## src/rtl/riscv_ifq_pkg.sv

```systemverilog
// Shared types and constants for the instruction fetch queue.
package riscv_ifq_pkg;

    localparam logic [31:0] NOP_INST = 32'h00000013;

    typedef struct packed {
        logic [31:0] pc;
        logic [31:0] inst;
    } ifq_entry_t;

endpackage

```

## src/rtl/ifq_storage.sv

```systemverilog
// DEPTH x {pc, inst} register array: one synchronous write port, one async read port.
// No control logic; the caller owns pointers, occupancy and write qualification.
module ifq_storage
    import riscv_ifq_pkg::*;
#(
    parameter int DEPTH = 4,
    localparam int AW   = $clog2(DEPTH)
) (
    input  logic             clk,
    input  logic             we,
    input  logic [AW-1:0]    waddr,
    input  ifq_entry_t       wdata,
    input  logic [AW-1:0]    raddr,
    output ifq_entry_t       rdata
);

    ifq_entry_t mem [DEPTH];

    always_ff @(posedge clk) begin
        if (we) begin
            mem[waddr] <= wdata;
        end
    end

    assign rdata = mem[raddr];

endmodule

```

## src/rtl/inst_fetch_queue.sv

```systemverilog
// {pc, inst} FIFO between IMEM and decode; 1-cycle latency, or 0 with IFQ_BYPASS_EN via empty-queue bypass.
// Full queue deasserts fetch_ready (no pass-through); push while not ready sets sticky overflow.
module inst_fetch_queue
    import riscv_ifq_pkg::*;
#(
    parameter int DEPTH   = 4,
    localparam int PTR_W  = $clog2(DEPTH),
    parameter int XLEN    = 32
) (
    input  logic             clk,
    input  logic             rst,
    input  logic             flush,
    input  logic             fetch_valid,
    input  logic [XLEN-1:0]  fetch_pc,
    input  logic [XLEN-1:0]  fetch_inst,
    output logic             fetch_ready,
    input  logic             dec_ready,
    output logic             dec_valid,
    output logic [XLEN-1:0]  dec_pc,
    output logic [XLEN-1:0]  dec_inst,
    output logic [PTR_W:0]   count,
    output logic             overflow
);

    localparam logic [PTR_W:0] FULL_CNT = (PTR_W+1)'(DEPTH);

    logic [PTR_W-1:0] wr_ptr;
    logic [PTR_W-1:0] rd_ptr;
    logic [PTR_W:0]   count_q;
    logic             overflow_q;
    logic             stored_valid;
    logic             push;
    logic             bypass;
    logic             wr_en;
    logic             rd_en;
    ifq_entry_t       wr_entry;
    ifq_entry_t       head;

    assign fetch_ready  = (count_q != FULL_CNT);
    assign stored_valid = (count_q != '0);
    assign push         = fetch_valid & fetch_ready;

`ifdef IFQ_BYPASS_EN
    assign bypass = ~stored_valid & fetch_valid & ~flush;
`else
    assign bypass = 1'b0;
`endif

    // A bypassed entry consumed the same cycle never touches storage.
    assign wr_en = push & ~(bypass & dec_ready);
    assign rd_en = stored_valid & dec_ready;

    assign wr_entry.pc   = fetch_pc;
    assign wr_entry.inst = fetch_inst;

    ifq_storage #(
        .DEPTH (DEPTH)
    ) u_storage (
        .clk   (clk),
        .we    (wr_en & ~flush & ~rst),
        .waddr (wr_ptr),
        .wdata (wr_entry),
        .raddr (rd_ptr),
        .rdata (head)
    );

    always_comb begin
        dec_valid = stored_valid;
        dec_pc    = head.pc;
        dec_inst  = head.inst;
        if (bypass) begin
            dec_valid = 1'b1;
            dec_pc    = fetch_pc;
            dec_inst  = fetch_inst;
        end
        if (!dec_valid) begin
            dec_pc   = '0;
            dec_inst = NOP_INST;
        end
    end

    // Pointer wrap relies on DEPTH being a power of two.
    always_ff @(posedge clk) begin
        if (rst) begin
            wr_ptr  <= '0;
            rd_ptr  <= '0;
            count_q <= '0;
        end else if (flush) begin
            wr_ptr  <= '0;
            rd_ptr  <= '0;
            count_q <= '0;
        end else begin
            if (wr_en) begin
                wr_ptr <= wr_ptr + 1'b1;
            end
            if (rd_en) begin
                rd_ptr <= rd_ptr + 1'b1;
            end
            count_q <= count_q + (PTR_W+1)'(wr_en) - (PTR_W+1)'(rd_en);
        end
    end

    always_ff @(posedge clk) begin
        if (rst) begin
            overflow_q <= 1'b0;
        end else if (fetch_valid && !fetch_ready && !flush) begin
            overflow_q <= 1'b1;
        end
    end

    assign count    = count_q;
    assign overflow = overflow_q;

endmodule

```

## config.mk

```make
export PLATFORM = sky130hd
export DESIGN_NAME = inst_fetch_queue
export DESIGN_NICKNAME = d
export VERILOG_FILES = /design/src/rtl/riscv_ifq_pkg.sv /design/src/rtl/ifq_storage.sv /design/src/rtl/inst_fetch_queue.sv
export SDC_FILE = /design/constraint.sdc
export NUM_CORES = 1
export LEC_CHECK = 0
export BUFFER_PORTS_ARGS = -buffer_cell sky130_fd_sc_hd__buf_2
export CAP_MARGIN = 20
export CORE_UTILIZATION = 57
export CTS_BUF_LIST = sky130_fd_sc_hd__clkbuf_8 sky130_fd_sc_hd__clkbuf_16
export DETAILED_ROUTE_END_ITERATION = 10
export HOLD_SLACK_MARGIN = 0.08
export PLACE_DENSITY = 0.8
export SETUP_SLACK_MARGIN = 0.5
export SLEW_MARGIN = 0
export SYNTH_ARGS = -nofsm -noshare
export SYNTH_HDL_FRONTEND = slang
export SYNTH_SLANG_ARGS = --single-unit
```

## constraint.sdc

```tcl
create_clock -name clk -period 3.5 [get_ports clk]
set_input_delay 0.175 -clock clk [delete_from_list [all_inputs] [get_ports clk]]
set_output_delay 0.175 -clock clk [all_outputs]
set_load 0.1 [all_outputs]
```

==> run_results.csv, run 1 <==
group,metric,value,unit
clocking,cts.sink_count,266,
synth,ys_ff_latch,266,
worst_setup_path,critPathTopFamily,"simple AND/OR/NAND/NOR gates",
pwr,combPwrFrac,13.6,%
timing,finalSetupViolCount,0,
timing,fin_crit,2.77,ns
die,die_w,136,um
pwr,seqPwrFrac,49.0,%
synth,synth_common_cells,"256 x edfxtp_1, 64 x mux4_2, 63 x and2_1, 10 x dfxtp_1",
pwr,power.internal,5.36,mW
worst_setup_path,slowest_delay,0.67,ns
cells_and_area,area_delta_synth_final,23.8,%
synth,yosysMostFrequentCell,"edfxtp_1",
route,viasPerCell,5.62,
die,core-area,0.0174,sq mm
timing,period_share,79.0,%
cells_and_area,diodes,0,
timing,grt_setup_unrepaired,"no",
worst_setup_path,crit_chain,"nor3_1 > inv_4 > and2_1 > buf_2",
cells_and_area,final_cells,915,
worst_setup_path,endpoint_kind,"output port",
pwr,p_leak,4.40,nW
timing,slew_violations,0,
clocking,htreeDepth,1,
route,dr.pass1.iters,4,
route,route.detailed.drc,0,
synth,syn-cell-area,0.0102,sq mm
synth,synthTopCellsByArea,"edfxtp_1 76%, mux4_2 14%, and2_1 3.9%",
place,portBuffers,138,
synth,syn-num-nets,530,
cells_and_area,fillerInstances,1043,
synth,yosys_warnings,0,
worst_setup_path,required,3.32,ns
timing,maxSlewHeadroom,31.8,%
clocking,path_clk_slew,0.06,ns
die,ioPinCount,139,
outcome,status,"complete, no violations",
clocking,clock_path_buffers,3,
synth,yosysTopAreaCellShare,75.6,%
global_route,grt_max_degree,65,
worst_setup_path,path_class,"reg2out",
place,gp_congestion,0.735,
pwr,powerDensity,576,mW/mm^2
global_route,grt-ovfl-total,0,
pwr,p_sw,1.89,mW
route,drtIter0Drc,292,
pwr,p_clk_share,37.4,%
route,post_drt_wl_per_cell,20.8,um
clocking,post_cts.repair.setup_buffers,0,
die,die_h,136,um
flow_run,maxCapViolations,0,
worst_setup_path,worstPathMaxFanout,62,
timing,max_freq,362,MHz
pwr,power.share.switching,26.0,%
synth,yosysTopAreaCell,"edfxtp_1",
global_route,grt_usage,21.6,%
synth,yosysSeqAreaShare,77.6,%
route,dr_total_vias,5141,
worst_setup_path,critPathBufInv,2,
worst_setup_path,crit_slowest_cell,"nor3_1",
global_route,grt_pass1_wl,29700,um
worst_setup_path,crit_arrival,2.59,ns
route,routed_wl,19000,um
timing,hold_viol_final,0,
timing,clock_skew,0.00772,ns
die,initial_core_util,58.6,%
min_path,hold_class,"in2reg",
global_route,grt_pass1_vias,5625,
synth,synth_flop_cell,"edfxtp_1",
cells_and_area,layout-drive-gt1-share,37.1,%
synth,synthCells,455,
clocking,cts_inserted_buffers,27,
timing,tightest_slew,1.02,ns
synth,synthDistinctLibCells,27,
worst_setup_path,cp-start-kind,"flip-flop",
route,ant_nets,0,
clocking,clk_latency,0.52,ns
die,die-area,0.0184,sq mm
pwr,peakVddDrop,0.583,mV
pwr,p_total,7.25,mW
clocking,cts_tree,"yes",
timing,final.setup.tns,0,ns
global_route,antenna_found_initial,0,
place,dpl.cell_count,801,
die,rows,48,
clocking,root_buffer,"clkbuf_16",
synth,async_flop_share,0,%
cells_and_area,final_nets,748,
place,dp_hpwl,10100,um
synth,synth_edf_count,256,
synth,avgSynthCellArea,22.4,sq um
[metrics by stage]
stage / hold slack, ns / util (%) / instance area [sq um] / setup slack, ns
5_1_grt: 0.193 / 72.6 / 12600 / 0.592
3_3_place_gp: 0.384 / 63.8 / 11100 / 1.14
6_report: 0.179 / 72.6 / 12600 / 0.734
2_1_floorplan: 0.239 / - / 10200 / 0.572
3_5_place_dp: 0.393 / 63.8 / 11100 / 1.13
4_1_cts: 0.150 / 72.5 / 12600 / 0.572
[power by group through the flow]
stage          clock [mW]  sequential (mW)  combinational (mW)
2_1_floorplan           0             3.63               0.731
3_3_place_gp            0             3.61               0.914
3_5_place_dp            0             3.62               0.927
4_1_cts              2.76             3.55               0.991
5_1_grt              2.87             3.55                1.03
6_report             2.71             3.55               0.986
[worst register-to-register path: stages (launching register included)]
cell	delay (ns)
dfxtp_2	0.37
or3b_4	0.43
and2_4	0.21
xnor2_1	0.17
ha_1	0.17
inv_1	0.06
fa_1	0.43
xnor2_1	0.16
xnor2_1	0.12
and2_1	0.15
[what timing repair did]
action	in CTS	in global routing
hold buffers	68	0
endpoints found under the hold margin	264	0
setup endpoints to repair	0	13
gates resized for setup	0	2
[path summary, 6_finish.rpt]
check                                     to  slack [ns]  cells past startpoint       from
worst max-delay path            dec_inst[16]        0.73                      4   count[1]
worst min-delay path               flip-flop        0.18                      4  dec_ready
worst min register to register      overflow        0.51                      1   overflow
worst max register to register      count[2]        1.13                      9   count[1]
[cell usage in the layout (no fill, tap or decap), types with 2 or more instances in the layout]
cell type,n
clkinv_2,2
or2_2,3
buf_4,3
edfxtp_1,256
and3_4,4
nand2_1,3
mux4_2,64
and2_1,63
buf_2,138
clkbuf_16,27
nor2_1,2
bufinv_16,3
clkinv_1,5
dfxtp_2,3
ha_1,5
xnor2_1,3
dfxtp_1,5
dlygate4sd3_1,68
dfxtp_4,2
nor3_1,5
inv_1,10
xor2_1,2
[cell type report]
type	count	area, sq um	area share [%]
well taps	225	282	2.24
repair buffers	210	1410	11.2
clock buffers	27	676	5.37
clock inverters	19	161	1.28
inverters	4	17.5	0.139
flip-flops and latches	266	7900	62.7
multi-input cells	164	2140	17.0
[logic make-up (layout without fill, tap and decap cells)]
family,count (synthesis),count (layout),synth area share (%)
simple gates,84,84,5.07
fa+ha+maj,6,6,0.812
buf+inv,25,260,1.55
mux,65,65,14.3
flops,266,266,77.6
compound gates,4,4,0.308
xor+xnor,5,5,0.431
[sequential cells by signal, indices dropped and copies added, names as in the netlist, named ones only]
name and cells:
count 3, u_storage.mem 256, wr_ptr 2, rd_ptr 2, overflow 1
[routing by layer]
layer	track usage, %	wire length, um	vias up
met4	6.05	371	0
met1	28.3	7810	2652
li1	-	-	2284
met3	3.97	1120	29
met2	37.4	9710	176
met5	0	0	-
Power figures use the tool's default switching activity.
==> run 2: changes to the inputs <==
Clock period 3.5 ns to 2.8 ns, I/O delays scaled along.
==> run_results.csv, run 2 (same netlist as run 1, synthesis figures left out) <==
group,metric,value,unit
pwr,p_total,9.37,mW
route,dr_total_vias,5312,
min_path,hp-start,"dec_ready",
route,drtIter0Drc,400,
cells_and_area,final_common_cell,"edfxtp_1",
clocking,clock_path_buffers,3,
worst_setup_path,endpoint_kind,"output port",
worst_setup_path,crit_slowest_cell,"mux4_2",
global_route,grt_pass1_vias,5659,
timing,clock_skew,0.0122,ns
route,ant_nets,0,
clocking,cts_tree,"yes",
global_route,antenna_found_initial,0,
timing,hold_viol_final,0,
cells_and_area,largest_reg_flops,256,
clocking,htreeDepth,1,
clocking,cts_inserted_buffers,26,
cells_and_area,fillerInstances,878,
cells_and_area,final_cell_mix,"256 x edfxtp_1, 74 x buf_2, 68 x dlygate4sd3_1",
route,dr.pass1.iters,4,
worst_setup_path,crit_arrival,2.17,ns
place,gp_congestion,0.774,
worst_setup_path,r2r-start,"count[0]",
timing,final.setup.tns,0,ns
die,ioPinCount,139,
timing,max_freq,433,MHz
route,viasPerCell,5.64,
timing,slew_violations,0,
die,core-area,0.0174,sq mm
global_route,grt_use_met2,38.8,%
worst_setup_path,critPathTopFamily,"multiplexers",
outcome,status,"complete, no violations",
route,post_drt_wl_per_cell,23.2,um
global_route,busiest_layer,"met2",
worst_setup_path,crit_path_frequent_cell,"buf_12",
worst_setup_path,critPathBufInv,3,
worst_setup_path,worstPathMaxFanout,6,
timing,maxSlewHeadroom,56.2,%
timing,period_share,82.4,%
global_route,use_met3,4.12,%
clocking,cts.sink_count,266,
clocking,clk_latency,0.52,ns
global_route,grt_pass1_wl,31200,um
global_route,grt_usage,22.8,%
timing,finalSetupViolCount,0,
pwr,powerDensity,691,mW/mm^2
pwr,peakVddDrop,0.523,mV
clocking,root_buffer,"clkbuf_16",
global_route,grt-ovfl-total,0,
worst_setup_path,slowest_delay,0.55,ns
timing,tightest_slew,0.655,ns
global_route,grt_max_degree,63,
worst_setup_path,crit_chain,"buf_12 > buf_12 > mux4_2 > and2_2 > buf_12",
timing,grt_setup_unrepaired,"yes",
cells_and_area,multiInputGateArea,0.00220,sq mm
die,die-area,0.0184,sq mm
cells_and_area,regArea,0.00791,sq mm
flow_run,maxCapViolations,0,
place,dp_hpwl,10900,um
cells_and_area,diodes,0,
cells_and_area,final_util,78.1,%
min_path,hold_class,"in2reg",
clocking,path_clk_slew,0.06,ns
route,routed_wl,21800,um
timing,fin_crit,2.31,ns
die,die_w,136,um
place,portBuffers,138,
route,route.detailed.drc,0,
cells_and_area,regMostFlops,"u_storage.mem",
pwr,p_leak,4.70,nW
die,die_h,136,um
worst_setup_path,required,2.66,ns
die,initial_core_util,58.6,%
cells_and_area,area_delta_synth_final,33.3,%
worst_setup_path,path_class,"reg2out",
cells_and_area,final_nets,772,
die,rows,48,
cells_and_area,layout-drive-gt1-share,42.5,%
worst_setup_path,cp-start-kind,"flip-flop",
global_route,use_met1,31.1,%
==> run 2: final timing paths <==
path              slack, ns           end  depth (start not counted)
setup / recovery       0.49  dec_inst[29]                          5
hold / removal         0.14     rd_ptr[0]                          4
hold reg to reg        0.51      overflow                          1
setup reg to reg       0.55      count[2]                          9
==> run 2: timing repair <==
| action | 4_1_cts | 5_1_grt |
|---|---|---|
| endpoints found under the setup margin | 65 | 66 |
| hold buffers | 68 | 0 |
| buffers inserted | 7 | 4 |
| resized for setup | 111 | 64 |
| pin swaps | 0 | 0 |
| cloned | 2 | 1 |
| endpoints found under the hold margin | 264 | 0 |
==> run 2: worst reg2reg max path: stages, from the launching register on <==
cell,delay [ns]
dfxtp_4,0.37
or3b_4,0.42
and2_4,0.17
xnor2_2,0.14
ha_2,0.20
inv_1,0.05
fa_2,0.35
xnor2_2,0.15
xnor2_1,0.12
and2_1,0.16
==> run 2: power breakdown <==
group / leakage, nW / switching (mW) / internal [mW]
Clock: 0.444 / 1.43 / 2.04
Sequential: 2.40 / 0.0214 / 4.41
Combinational: 1.86 / 1.01 / 0.467
==> run 2: final cells by class <==
class                   count  share of cell area [%]
clock buffers              31                    5.39
clock inverters            17                    1.01
inverters                   4                   0.148
multi-input cells         164                    16.2
flip-flops and latches    266                    58.3
well taps                 225                    2.08
repair buffers            235                    16.9
==> run 2: per-layer routing <==
layer / up-vias / wire [um]
li1: 2339 / -
met1: 2768 / 8690
met2: 180 / 11700
met3: 25 / 1130
met4: 0 / 299
met5: - / 0
==> run 2: metrics by stage <==
step	setup slack (ns)	hold slack [ns]	instances	instance area, sq um
3_5_place_dp	0.524	0.357	812	11200
4_1_cts	0.470	0.114	937	13300
6_report	0.491	0.144	942	13600
3_3_place_gp	0.664	0.349	812	11200
2_1_floorplan	0.159	0.207	455	10200
5_1_grt	0.425	0.141	942	13600
==> run 3: changes to the inputs <==
Settings changed: CORE_UTILIZATION 57 to 51, PLACE_DENSITY 0.8 to 0.76.
Clock period 2.8 ns to 2 ns, I/O delays scaled along.
==> run_results.csv, run 3 (same netlist as run 1, synthesis figures left out) <==
group,metric,value,unit
worst_setup_path,crit_chain,"buf_12 > clkbuf_16 > mux4_2 > and2_4 > buf_12",
worst_setup_path,crit_slowest_cell,"mux4_2",
place,gp_congestion,0.793,
cells_and_area,area_delta_synth_final,55.5,%
pwr,combPwrFrac,19.4,%
place,dp_hpwl,12300,um
cells_and_area,final_cell_area,0.0158,sq mm
cells_and_area,layout-drive-gt1-share,55.3,%
timing,final.setup.tns,-35.01,ns
pwr,p_clk_share,36.5,%
timing,setup_slack,-0.258,ns
worst_setup_path,path_class,"reg2out",
worst_setup_path,crit_end,"dec_pc[20]",
route,dr_total_vias,6105,
global_route,antenna_found_initial,1,
cells_and_area,final_nets,855,
cells_and_area,regMostFlops,"u_storage.mem",
die,die_h,143,um
die,die-area,0.0205,sq mm
timing,grt_setup_unrepaired,"yes",
global_route,grt_max_degree,46,
route,route.detailed.drc,0,
die,core-area,0.0195,sq mm
pwr,power.share.switching,26.4,%
min_path,hold_class,"in2reg",
die,rows,51,
pwr,p_total,14.1,mW
place,preCtsSetupSlack,-0.171,ns
timing,finalSetupViolCount,298,
flow_run,maxCapViolations,0,
cells_and_area,final_cells,1065,
route,drtIter0Drc,498,
global_route,grt-ovfl-total,0,
timing,slew_violations,0,
timing,fin_crit,2.26,ns
clocking,cts_inserted_buffers,27,
route,viasPerCell,5.73,
timing,hold_viol_final,0,
worst_setup_path,crit_arrival,2.16,ns
clocking,root_buffer,"clkbuf_16",
die,initial_core_util,52.1,%
cells_and_area,multiInputGateArea,0.00244,sq mm
global_route,grt_pass1_vias,6250,
timing,tightest_slew,1.28,ns
clocking,cts.sink_count,266,
route,ant_nets,0,
global_route,grt_pass1_wl,37300,um
worst_setup_path,cp-start-kind,"flip-flop",
outcome,status,"finished with violations",
global_route,grt_usage,25.3,%
clocking,clk_latency,0.53,ns
worst_setup_path,endpoint_kind,"output port",
place,dpl.cell_count,868,
worst_setup_path,crit_path_frequent_cell,"buf_12",
pwr,peakVddDrop,0.799,mV
route,dr.pass1.iters,4,
clocking,clock_path_buffers,3,
cells_and_area,largest_reg_flops,256,
route,post_drt_wl_per_cell,26.7,um
timing,period_share,113,%
die,ioPinCount,139,
worst_setup_path,required,1.90,ns
worst_setup_path,r2r_slack,-0.25,ns
worst_setup_path,reg2reg_depth,9,
cells_and_area,fillerInstances,879,
cells_and_area,final_util,81.0,%
pwr,p_sw,3.71,mW
worst_setup_path,r2r-start,"count[0]",
clocking,cts_tree,"yes",
clocking,path_clk_slew,0.06,ns
pwr,power.internal,10.3,mW
timing,max_freq,443,MHz
clocking,htreeDepth,1,
worst_setup_path,r2r-end,"count[2]",
outcome,violations,"setup timing",
worst_setup_path,worstPathMaxFanout,7,
pwr,p_leak,5.61,nW
timing,hold_ws,0.160,ns
cells_and_area,final_common_cell,"edfxtp_1",
worst_setup_path,slowest_delay,0.55,ns
place,dpl_cell_area,0.0124,sq mm
place,portBuffers,138,
timing,clock_skew,0.0144,ns
cells_and_area,regArea,0.00791,sq mm
cells_and_area,final_cell_mix,"256 x edfxtp_1, 89 x buf_12, 69 x buf_2",
timing,maxSlewHeadroom,14.4,%
route,routed_wl,28400,um
pwr,powerDensity,889,mW/mm^2
pwr,seqPwrFrac,44.1,%
die,die_w,143,um
==> run 3: cell types whose count changed in the layout (fill, tap and decap cells not counted), sizes merged, moves of 2 or more <==
cell      delta
buf         +64
clkbuf      +10
and3         +8
bufinv       +2
clkinvlp     -2
inv          +2
==> run 3: what timing repair did <==
action | CTS | global route
gates cloned | 19 | 19
setup buffers | 35 | 8
setup endpoints to repair | 328 | 333
pin swaps | 5 | 28
gates resized for setup | 119 | 54
hold endpoints to repair | 263 | 0
hold buffers | 67 | 0
==> run 3: layer usage <==
metal,track usage (%),up-vias,routed length (um)
met4,5.32,0,441
met2,45.7,292,15400
met3,4.06,42,1550
met1,32.4,3238,11000
met5,0,-,0
li1,-,2533,-
==> run 3: worst max-delay path: cells and delay by family, from the launching register on <==
family | cells | cell delay, ns
buf+inv | 3 | 0.53
flops | 1 | 0.38
mux | 1 | 0.55
simple gates | 1 | 0.17
==> run 3: power by group through the flow <==
stage / Clock [mW] / Sequential [mW] / Combinational, mW
global placement: 0 / 6.31 / 2.15
finish: 5.13 / 6.20 / 2.73
detailed placement: 0 / 6.31 / 2.18
CTS: 5.10 / 6.19 / 2.55
floorplan: 0 / 6.34 / 1.46
global route: 5.37 / 6.20 / 2.80
==> run 3: worst min-delay path by stage <==
stage,start,end,depth (start not counted)
global route,dec_ready,flip-flop,4
floorplan,flush,count[1],1
CTS,rst,wr_ptr[0],4
global placement,fetch_inst[12],u_storage.mem[1][12],1
finish,dec_ready,flip-flop,4
detailed placement,fetch_pc[10],u_storage.mem[1][42],1
==> run 3: layout make-up <==
cell class                      count  area share [%]
Inverter                            4           0.111
Clock inverter                     19            1.23
Multi-Input combinational cell    172            15.4
Clock buffer                       29            4.45
Sequential cell                   266            50.0
Antenna cell                        1          0.0158
Timing Repair Buffer              309            26.7
Tap cell                          265            2.10
